==> src/rtl/period_meter_if.sv <==
// Measurement bus of period_meter: the raw input to be timed and the
// published {period, high_time} pair with its strobe and loss-of-signal flag.
interface period_meter_if #(
  parameter int CNT_W = 32
);
  logic             sig_in;
  logic [CNT_W-1:0] period;
  logic [CNT_W-1:0] high_time;
  logic             period_valid;
  logic             timeout;

  modport master (
    output sig_in,
    input  period,
    input  high_time,
    input  period_valid,
    input  timeout
  );

  modport slave (
    input  sig_in,
    output period,
    output high_time,
    output period_valid,
    output timeout
  );
endinterface

==> src/rtl/period_meter.sv <==
// Times successive rising edges of a slow asynchronous square wave in clk_in
// cycles and publishes {period, high_time} with a one-cycle strobe.
module period_meter #(
  parameter int          CNT_W       = 32,
  parameter int unsigned TIMEOUT     = 100000000,
  parameter int          SYNC_STAGES = 2
) (
  input  logic         clk_in,
  input  logic         reset,
  period_meter_if.slave bus
);

  typedef enum logic [0:0] {IDLE, ARMED} state_t;

  localparam logic [CNT_W-1:0] TIMEOUT_C = CNT_W'(TIMEOUT);
  localparam logic [CNT_W-1:0] ONE_C     = CNT_W'(1);

  function automatic logic [CNT_W-1:0] sat_inc(input logic [CNT_W-1:0] v);
    return (&v) ? v : v + ONE_C;
  endfunction

  logic [SYNC_STAGES-1:0] sync_p0;
  logic                   s;
  logic                   s_d;
  logic                   rise_p1;
  logic                   fall_p1;

  state_t           state;
  logic [CNT_W-1:0] cnt;
  logic [CNT_W-1:0] hcnt;
  logic [CNT_W-1:0] per_p2;
  logic [CNT_W-1:0] high_p2;
  logic             vld_p2;
  logic             tmo_p2;

  // p0: synchroniser chain
  always_ff @(posedge clk_in) begin
    if (reset) begin
      sync_p0 <= '0;
    end else begin
      sync_p0 <= {sync_p0[SYNC_STAGES-2:0], bus.sig_in};
    end
  end

  assign s = sync_p0[SYNC_STAGES-1];

  // p1: registered edge detect
  always_ff @(posedge clk_in) begin
    if (reset) begin
      s_d     <= 1'b0;
      rise_p1 <= 1'b0;
      fall_p1 <= 1'b0;
    end else begin
      s_d     <= s;
      rise_p1 <= s & ~s_d;
      fall_p1 <= ~s & s_d;
    end
  end

  // p2: measurement FSM; a rise takes priority over the timeout compare
  always_ff @(posedge clk_in) begin
    if (reset) begin
      state   <= IDLE;
      cnt     <= '0;
      hcnt    <= '0;
      per_p2  <= '0;
      high_p2 <= '0;
      vld_p2  <= 1'b0;
      tmo_p2  <= 1'b0;
    end else begin
      vld_p2 <= 1'b0;
      case (state)
        IDLE: begin
          if (rise_p1) begin
            cnt   <= ONE_C;
            hcnt  <= '0;
            state <= ARMED;
          end else begin
            cnt <= '0;
          end
        end
        ARMED: begin
          if (rise_p1) begin
            per_p2  <= cnt;
            high_p2 <= hcnt;
            vld_p2  <= 1'b1;
            tmo_p2  <= 1'b0;
            cnt     <= ONE_C;
            hcnt    <= '0;
          end else begin
            if (fall_p1) begin
              hcnt <= cnt;
            end
            if (cnt == TIMEOUT_C) begin
              tmo_p2 <= 1'b1;
              cnt    <= '0;
              state  <= IDLE;
            end else begin
              cnt <= sat_inc(cnt);
            end
          end
        end
        default: state <= IDLE;
      endcase
    end
  end

  // p3: output registers keep the published pair and its strobe aligned
  always_ff @(posedge clk_in) begin
    if (reset) begin
      bus.period       <= '0;
      bus.high_time    <= '0;
      bus.period_valid <= 1'b0;
      bus.timeout      <= 1'b0;
    end else begin
      bus.period       <= per_p2;
      bus.high_time    <= high_p2;
      bus.period_valid <= vld_p2;
      bus.timeout      <= tmo_p2;
    end
  end

endmodule

==> src/flat_wrapper.sv <==
// flat-port wrapper written by rule: the top's interface ports become plain ports
module period_meter_flat 
#(
  parameter int          CNT_W       = 32,
  parameter int unsigned TIMEOUT     = 100000000,
  parameter int          SYNC_STAGES = 2
)
  (clk_in, reset, bus_sig_in, bus_period, bus_high_time, bus_period_valid, bus_timeout);
  period_meter_if #(.CNT_W(CNT_W)) bus_i ();
  input  logic clk_in;
  input  logic reset;
  input wire logic [$bits(bus_i.sig_in)-1:0] bus_sig_in;
  output wire logic [$bits(bus_i.period)-1:0] bus_period;
  output wire logic [$bits(bus_i.high_time)-1:0] bus_high_time;
  output wire logic [$bits(bus_i.period_valid)-1:0] bus_period_valid;
  output wire logic [$bits(bus_i.timeout)-1:0] bus_timeout;
  assign bus_i.sig_in = bus_sig_in;
  assign bus_period = bus_i.period;
  assign bus_high_time = bus_i.high_time;
  assign bus_period_valid = bus_i.period_valid;
  assign bus_timeout = bus_i.timeout;
  period_meter #(.CNT_W(CNT_W), .TIMEOUT(TIMEOUT), .SYNC_STAGES(SYNC_STAGES)) u_core (.clk_in(clk_in), .reset(reset), .bus(bus_i));
endmodule
==> config.mk <==
export PLATFORM = sky130hd
export DESIGN_NAME = period_meter_flat
export DESIGN_NICKNAME = d
export VERILOG_FILES = /design/src/rtl/period_meter_if.sv /design/src/rtl/period_meter.sv /design/src/flat_wrapper.sv
export SDC_FILE = /design/constraint.sdc
export NUM_CORES = 1
export LEC_CHECK = 0
export BUFFER_PORTS_ARGS = -buffer_cell sky130_fd_sc_hd__buf_2
export CORE_UTILIZATION = 25
export DETAILED_ROUTE_END_ITERATION = 16
export SLEW_MARGIN = 20
export SYNTH_ARGS = -nofsm -noshare
export SYNTH_HDL_FRONTEND = slang
export SYNTH_SLANG_ARGS = --single-unit
==> constraint.sdc <==
create_clock -name clk_in -period 2.4 [get_ports clk_in]
set_input_delay 0 -clock clk_in [delete_from_list [all_inputs] [get_ports clk_in]]
set_output_delay 0 -clock clk_in [all_outputs]
set_load 0.005 [all_outputs]
==> reports/results.ini, run 1 <==
[timing]
hold_slack_ns=0.0596
worst_slack_ns=0.422
tns_ns=0
relSlewSlack=0.697
setup_violations=0
fmax_ghz=0.506
rsz0062_at_grt=no
final.min_clock_period_ns=1.98
skew_ns=0.00977
tightest_slew_ns=0.455
drv_slew=0
hold_violations=0
fin_crit_sh=0.824

[routing]
wirelength_um=15300
wl_per_cell_um=14.1
detail-route-antenna-nets=0
dr.pass1.iters=4
drcViolationCount=0
drt-initial-drc-count=250
viasPerCell=4.47
route.vias.total=4845

[global_routing]
grt_pass1_vias=4637
grt_usage=0.108
grt_max_degree=42
globalRoute.totalOverflow=0
antenna_found_initial=0
grt_pass1_wl_um=24800

[clocking]
cts_buffers=22
cts_setup_buffers=0
clockBufferDepth=3
path_clk_slew_ns=0.06
tritoncts=built
cts_resized=0
cts_root_buffer=clkbuf_16
ctsHtreeMaxLevel=1
clock_latency_ns=0.50
cts_sinks=202

[min_path]
hold_path.class=in2reg
hold_depth=3
hold_end=u_core.bus.high_time[17]
hp-start=reset

[placed_design]
dp_cells=1045
numPortBuffers=68
dp_slack_ns=0.449
place_area_sq_um=7550
dp_hpwl_um=10300
place.gp.congestion=0.831

[yosys]
yosysMostFrequentCell=dfxtp_1
synth.distinct_cells=47
yosys_most_used_dff=dfxtp_1
syn-num-nets=673
syn_inst=668
yosys_warnings=0
syn_avg_cell_area_sq_um=10.3
ys_seq_elements=202
yosysTopAreaCell=dfxtp_1
netlist_area_sq_um=6860
synth-edff-count=0
synth_common_cells=dfxtp_1, nand2_1, nor2b_1
async_flop_share=0
synth_top_area_share=0.590
synthTopCellsByArea=dfxtp_1, a22o_1, nor2b_1
ys_seq_area_frac=0.590

[power]
total_power_mw=6.75
leakagePower_nw=3.15
ir_drop_mv=0.395
power_density_nw_per_um2=815

[outcome]
status=completed

[final_layout]
area_growth_pct=20.9
multiInputGateArea_sq_um=2530
fin_util=0.308
fill_cells=2779
drive_above_1_share=0.186
fin_cells=1084
finalNetCount=734
fin_area_sq_um=8290
register_area_sq_um=4040
insertedDiodeCount=0

[floorplan]
initial_core_util=0.254
core_area_sq_um=27000
rows=60
dieArea_sq_um=28100
dieHeight_um=168
io_pins=69
fp.dieW_um=168

[critical_path]
r2r-start=u_core.cnt[1]
worstReg2RegEnd=u_core.cnt[0]
r2r_slack_ns=0.42
critical_path_required_ns=2.81
end_kind=register
cp.arrival_ns=2.38
reg2reg_depth=7
cp-start-kind=register
crit_fanout=18
critical_path_class=reg2reg

[flow_run]
maxCapViolCount=0

==> critical path, cell delays in order, from the launching register on <==
cell,delay [ns]
dfxtp_1,0.41
ha_1,0.26
nand4_1,0.18
nor4_2,0.27
and3_1,0.23
buf_4,0.22
a311oi_1,0.08
a211oi_1,0.24
==> power by group <==
group	internal [mW]	leakage, nW	switching [mW]
logic	0.0164	1.16	0.0602
registers	3.36	1.63	0.00380
clock network	2.01	0.362	1.31
total	5.38	3.15	1.37
==> cells in the final DEF, fill, tap and decap left out, types with 7 or more instances in the layout <==
cell | synthesis | final
xnor2_1 | 10 | 10
buf_4 | 0 | 25
nor2b_1 | 71 | 71
dfxtp_1 | 202 | 202
a21oi_1 | 49 | 48
and3_1 | 7 | 7
buf_2 | 14 | 68
a22o_1 | 63 | 63
nor2_1 | 12 | 11
clkbuf_16 | 0 | 23
nand3_1 | 13 | 13
nand2_1 | 81 | 81
nand4_1 | 9 | 9
a31oi_1 | 8 | 8
==> layer usage <==
metal  global-route usage  vias up  routed length, um
met5                    0        -                  0
met4               0.0303        0                291
met3               0.0189       28                655
met2                0.172      114               6830
met1                0.150     2237               7550
li1                     -     2466                  -
==> area by class of cell <==
cell class,count,area share
sequential,202,0.488
multi-input combinational,403,0.306
clock buffer,30,0.0786
timing repair buffer,94,0.0649
tap,341,0.0515
clock inverter,8,0.00890
inverter,6,0.00272
==> how the worst max path moves through the flow <==
| stage | start | to | slack (ns) |
|---|---|---|---|
| floorplan | u_core.cnt[0] | u_core.cnt[8] | 0.44 |
| global placement | u_core.state | u_core.cnt[17] | 0.48 |
| detailed placement | u_core.state | u_core.cnt[17] | 0.45 |
| CTS | u_core.state | u_core.cnt[17] | 0.43 |
| global route | u_core.cnt[1] | u_core.cnt[0] | 0.27 |
| finish | u_core.cnt[1] | u_core.cnt[0] | 0.42 |
==> repair_timing <==
item,4_1_cts,5_1_grt
hold buffers,1,0
endpoints found under the hold margin,1,0
setup endpoints to repair,0,0
==> flip-flops by register name, indices dropped and copies added (netlist names) <==
name	cells
u_core.hcnt	32
u_core.bus.period	32
u_core.sync_p0	2
u_core.tmo_p2	1
u_core.s_d	1
u_core.high_p2	32
u_core.state	1
u_core.vld_p2	1
u_core.cnt	32
u_core.bus.timeout	1
u_core.fall_p1	1
u_core.per_p2	32
u_core.bus.period_valid	1
u_core.rise_p1	1
u_core.bus.high_time	32
==> cell families (layout without fill, tap and decap cells) <==
family | after synthesis | count (layout) | share of synthesized area
flip-flops | 202 | 202 | 0.590
XOR/XNOR | 13 | 13 | 0.0166
AO/OA/AOI/OAI | 149 | 149 | 0.153
adder cells (fa/ha/maj) | 2 | 2 | 0.00365
buffers and inverters | 63 | 138 | 0.0436
AND/OR/NAND/NOR | 239 | 239 | 0.193
No activity file was read; power rests on OpenSTA's default activity.
==> inputs of run 2 (changes only) <==
ABC_AREA = 1   (was unset)
clock period = 1.6 ns   (was 2.4 ns; I/O delays follow)
==> run 2 against run 1 <==
Sequential share of layout area decreased by 6.0 points. Total power grew 51%. Design area up 15%. Global-route usage increased by 1.8 points. Fmax up 24%. Synthesized area is 4.6% higher. Critical path type unchanged.
==> reports/results.ini, run 2 <==
[floorplan]
initial_core_util=0.256  ; was 0.254
fp.dieW_um=171  ; was 168 um
dieHeight_um=171  ; was 168 um
io_pins=69  ; unchanged
rows=61  ; was 60
dieArea_sq_um=29400  ; was 28100 sq um
core_area_sq_um=28000  ; was 27000 sq um

[routing]
dr.pass1.iters=4  ; unchanged
route.vias.total=6051  ; was 4845
drt-initial-drc-count=311  ; was 250
wl_per_cell_um=12.7  ; was 14.1 um
drcViolationCount=0  ; unchanged
detail-route-antenna-nets=0  ; unchanged
wirelength_um=18400  ; was 15300 um
viasPerCell=4.17  ; was 4.47

[critical_path]
critical_path_required_ns=2.02  ; was 2.81 ns
critical_path_class=reg2reg  ; unchanged
max_stage_delay_ns=0.37  ; was 0.41 ns
slowest_stage=dfxtp_4  ; was dfxtp_1
critical-path-top-delay-family=simple AND/OR/NAND/NOR gates  ; unchanged
end_kind=register  ; unchanged
cp.arrival_ns=2.01  ; was 2.38 ns
path_cells=ha_4 -> nand2_4 -> nor2_4 -> nand2_4 -> nor2_8 -> nand3_4 -> buf_6 -> nand2_4 -> nor2_4 -> nor3_2  ; was ha_1 -> nand4_1 -> nor4_2 -> and3_1 -> buf_4 -> a311oi_1 -> a211oi_1
cp_num_buf_inv=1  ; unchanged
crit_fanout=6  ; was 18
cp-start-kind=register  ; unchanged
path_common_cell=nand2_4

[timing]
relSlewSlack=0.692  ; was 0.697
worst_slack_ns=0.00788  ; was 0.422 ns
fin_crit_sh=0.995  ; was 0.824
final.min_clock_period_ns=1.59  ; was 1.98 ns
rsz0062_at_grt=yes  ; was no
setup_violations=0  ; unchanged
tightest_slew_ns=0.460  ; was 0.455 ns
hold_violations=0  ; unchanged
drv_slew=0  ; unchanged
fmax_ghz=0.628  ; was 0.506 GHz
tns_ns=0  ; unchanged
skew_ns=0.0263  ; was 0.00977 ns

[global_routing]
globalRoute.totalOverflow=0  ; unchanged
antenna_found_initial=0  ; unchanged
grt_pass1_vias=5781  ; was 4637
grt_pass1_wl_um=29400  ; was 24800 um
grt_max_degree=35  ; was 42
grt_usage=0.126  ; was 0.108

[yosys]
synth_top_area_share=0.564  ; was 0.590
yosysMostFrequentCell=dfxtp_1  ; unchanged
ys_seq_area_frac=0.564  ; was 0.590
yosysTopAreaCell=dfxtp_1  ; unchanged
syn-num-nets=915  ; was 673
synthTopCellsByArea=dfxtp_1, nor2_1, inv_1  ; was dfxtp_1, a22o_1, nor2b_1
yosys_warnings=0  ; unchanged
synth-edff-count=0  ; unchanged
synth_common_cells=dfxtp_1, nor2_1, inv_1  ; was dfxtp_1, nand2_1, nor2b_1
ys_seq_elements=202  ; unchanged
yosys_most_used_dff=dfxtp_1  ; unchanged
syn_avg_cell_area_sq_um=7.88  ; was 10.3 sq um
async_flop_share=0  ; unchanged
synth.distinct_cells=28  ; was 47
syn_inst=910  ; was 668
netlist_area_sq_um=7170  ; was 6860 sq um

[final_layout]
fill_cells=2920  ; was 2779
area_growth_pct=32.7  ; was 20.9%
fin_util=0.340  ; was 0.308
fin_cells=1450  ; was 1084
finalNetCount=1062  ; was 734
drive_above_1_share=0.253  ; was 0.186
final_cell_mix=dfxtp_1, inv_1, nor2_1, nand2_1, buf_4  ; was dfxtp_1, nand2_1, nor2b_1, buf_2, a22o_1
insertedDiodeCount=0  ; unchanged
layout_commonest_cell=dfxtp_1  ; unchanged
multiInputGateArea_sq_um=2530  ; about the same
register_area_sq_um=4070  ; was 4040 sq um

[placed_design]
numPortBuffers=68  ; unchanged
dp_hpwl_um=13300  ; was 10300 um
place.gp.congestion=0.926  ; was 0.831
dp_slack_ns=-0.149  ; was 0.449 ns
dp_cells=1405  ; was 1045

[flow_run]
maxCapViolCount=0  ; unchanged

[power]
leakagePower_nw=3.81  ; was 3.15 nW
power_density_nw_per_um2=1070  ; was 815 nW/um^2
total_power_mw=10.2  ; was 6.75 mW
intPower_mw=8.14  ; was 5.38 mW
swShare=0.202  ; was 0.203
p_comb_frac=0.016  ; was 0.011
seqPwrFrac=0.494  ; was 0.498
p_sw_mw=2.06  ; was 1.37 mW
ir_drop_mv=0.519  ; was 0.395 mV
p_clk_frac=0.490  ; was 0.491

[clocking]
cts_buffers=21  ; was 22
tritoncts=built  ; unchanged
clock_latency_ns=0.51  ; was 0.50 ns
ctsHtreeMaxLevel=1  ; unchanged
clockBufferDepth=3  ; unchanged
cts_root_buffer=clkbuf_16  ; unchanged
cts_sinks=202  ; unchanged
path_clk_slew_ns=0.06  ; about the same

[min_path]
hold_path.class=in2reg  ; unchanged

[outcome]
status=completed  ; unchanged

-- run 2: changes by cell type in the layout (fill, tap and decap cells not counted), moves of 18 or more --
cell     previous run  this run
a21oi_1            48        27
dfxtp_1           202       184
a22o_1             63         0
buf_4              25        78
nor2_1             11       155
o22ai_1             5        72
o21ai_0             6        29
inv_1               6       159
nor2b_1            71         0
nand2_1            81       129
-- run 2: cell type report --
class                   instances  share of cell area
inverters                     169              0.0669
clock inverters                 8              0.0129
well taps                     378              0.0497
flip-flops and latches        202               0.428
multi-input cells             508               0.266
clock buffers                  30              0.0619
repair buffers                155               0.115
-- run 2: repair_timing --
| action | 4_1_cts | 5_1_grt |
|---|---|---|
| setup endpoints to repair | 30 | 33 |
| resized for setup | 10 | 66 |
| pin swaps | 1 | 12 |
| gates cloned | 0 | 1 |
| setup buffers | 0 | 4 |
| hold buffers | 2 | 0 |
| hold endpoints to repair | 15 | 0 |
-- run 2: worst paths after layout --
path	startpoint	to	slack, ns	depth (start not counted)
max	u_core.cnt[1]	u_core.cnt[4]	0.008	10
min	bus_sig_in	u_core.sync_p0[0]	0.25	4
max reg2reg	u_core.cnt[1]	u_core.cnt[4]	0.008	10
min reg2reg	u_core.vld_p2	u_core.bus.period_valid	0.41	2
-- run 2: per-stage QoR --
step	hold WS, ns	area [sq um]
floorplan	0.107	7170
global placement	0.216	8530
detailed placement	0.218	8530
CTS	0.223	9290
global route	0.264	9520
finish	0.247	9520
-- run 2: logic make-up after synthesis --
family | count (synthesis) | share of synthesized area
and+or+nand+nor | 364 | 0.213
DFF | 202 | 0.564
buffers and inverters | 200 | 0.108
AOI/OAI and AO/OA | 142 | 0.112
adders and majority gates | 2 | 0.00349
-- run 2: worst reg2reg max path, delay by kind of cell, from the launching register on --
family	cells	cell delay, ns
adder cells (fa/ha/maj)	1	0.15
buffers and inverters	1	0.17
flip-flops	1	0.37
AND/OR/NAND/NOR	8	0.81
-- run 2: power by group through the flow --
stage | combinational [mW] | sequential (mW) | clock [mW]
floorplan | 0.0877 | 5.15 | 0
global placement | 0.153 | 5.15 | 0
detailed placement | 0.154 | 5.15 | 0
CTS | 0.160 | 5.04 | 5.14
global route | 0.174 | 5.03 | 5.35
finish | 0.160 | 5.04 | 5.00
-- run 2: layer usage --
metal  share of wire  track usage  vias up
met5               0            0        -
met4           0.025       0.0481        0
met3           0.038       0.0189       34
met2            0.48        0.220      110
met1            0.45        0.156     2768
li1                -            -     3139
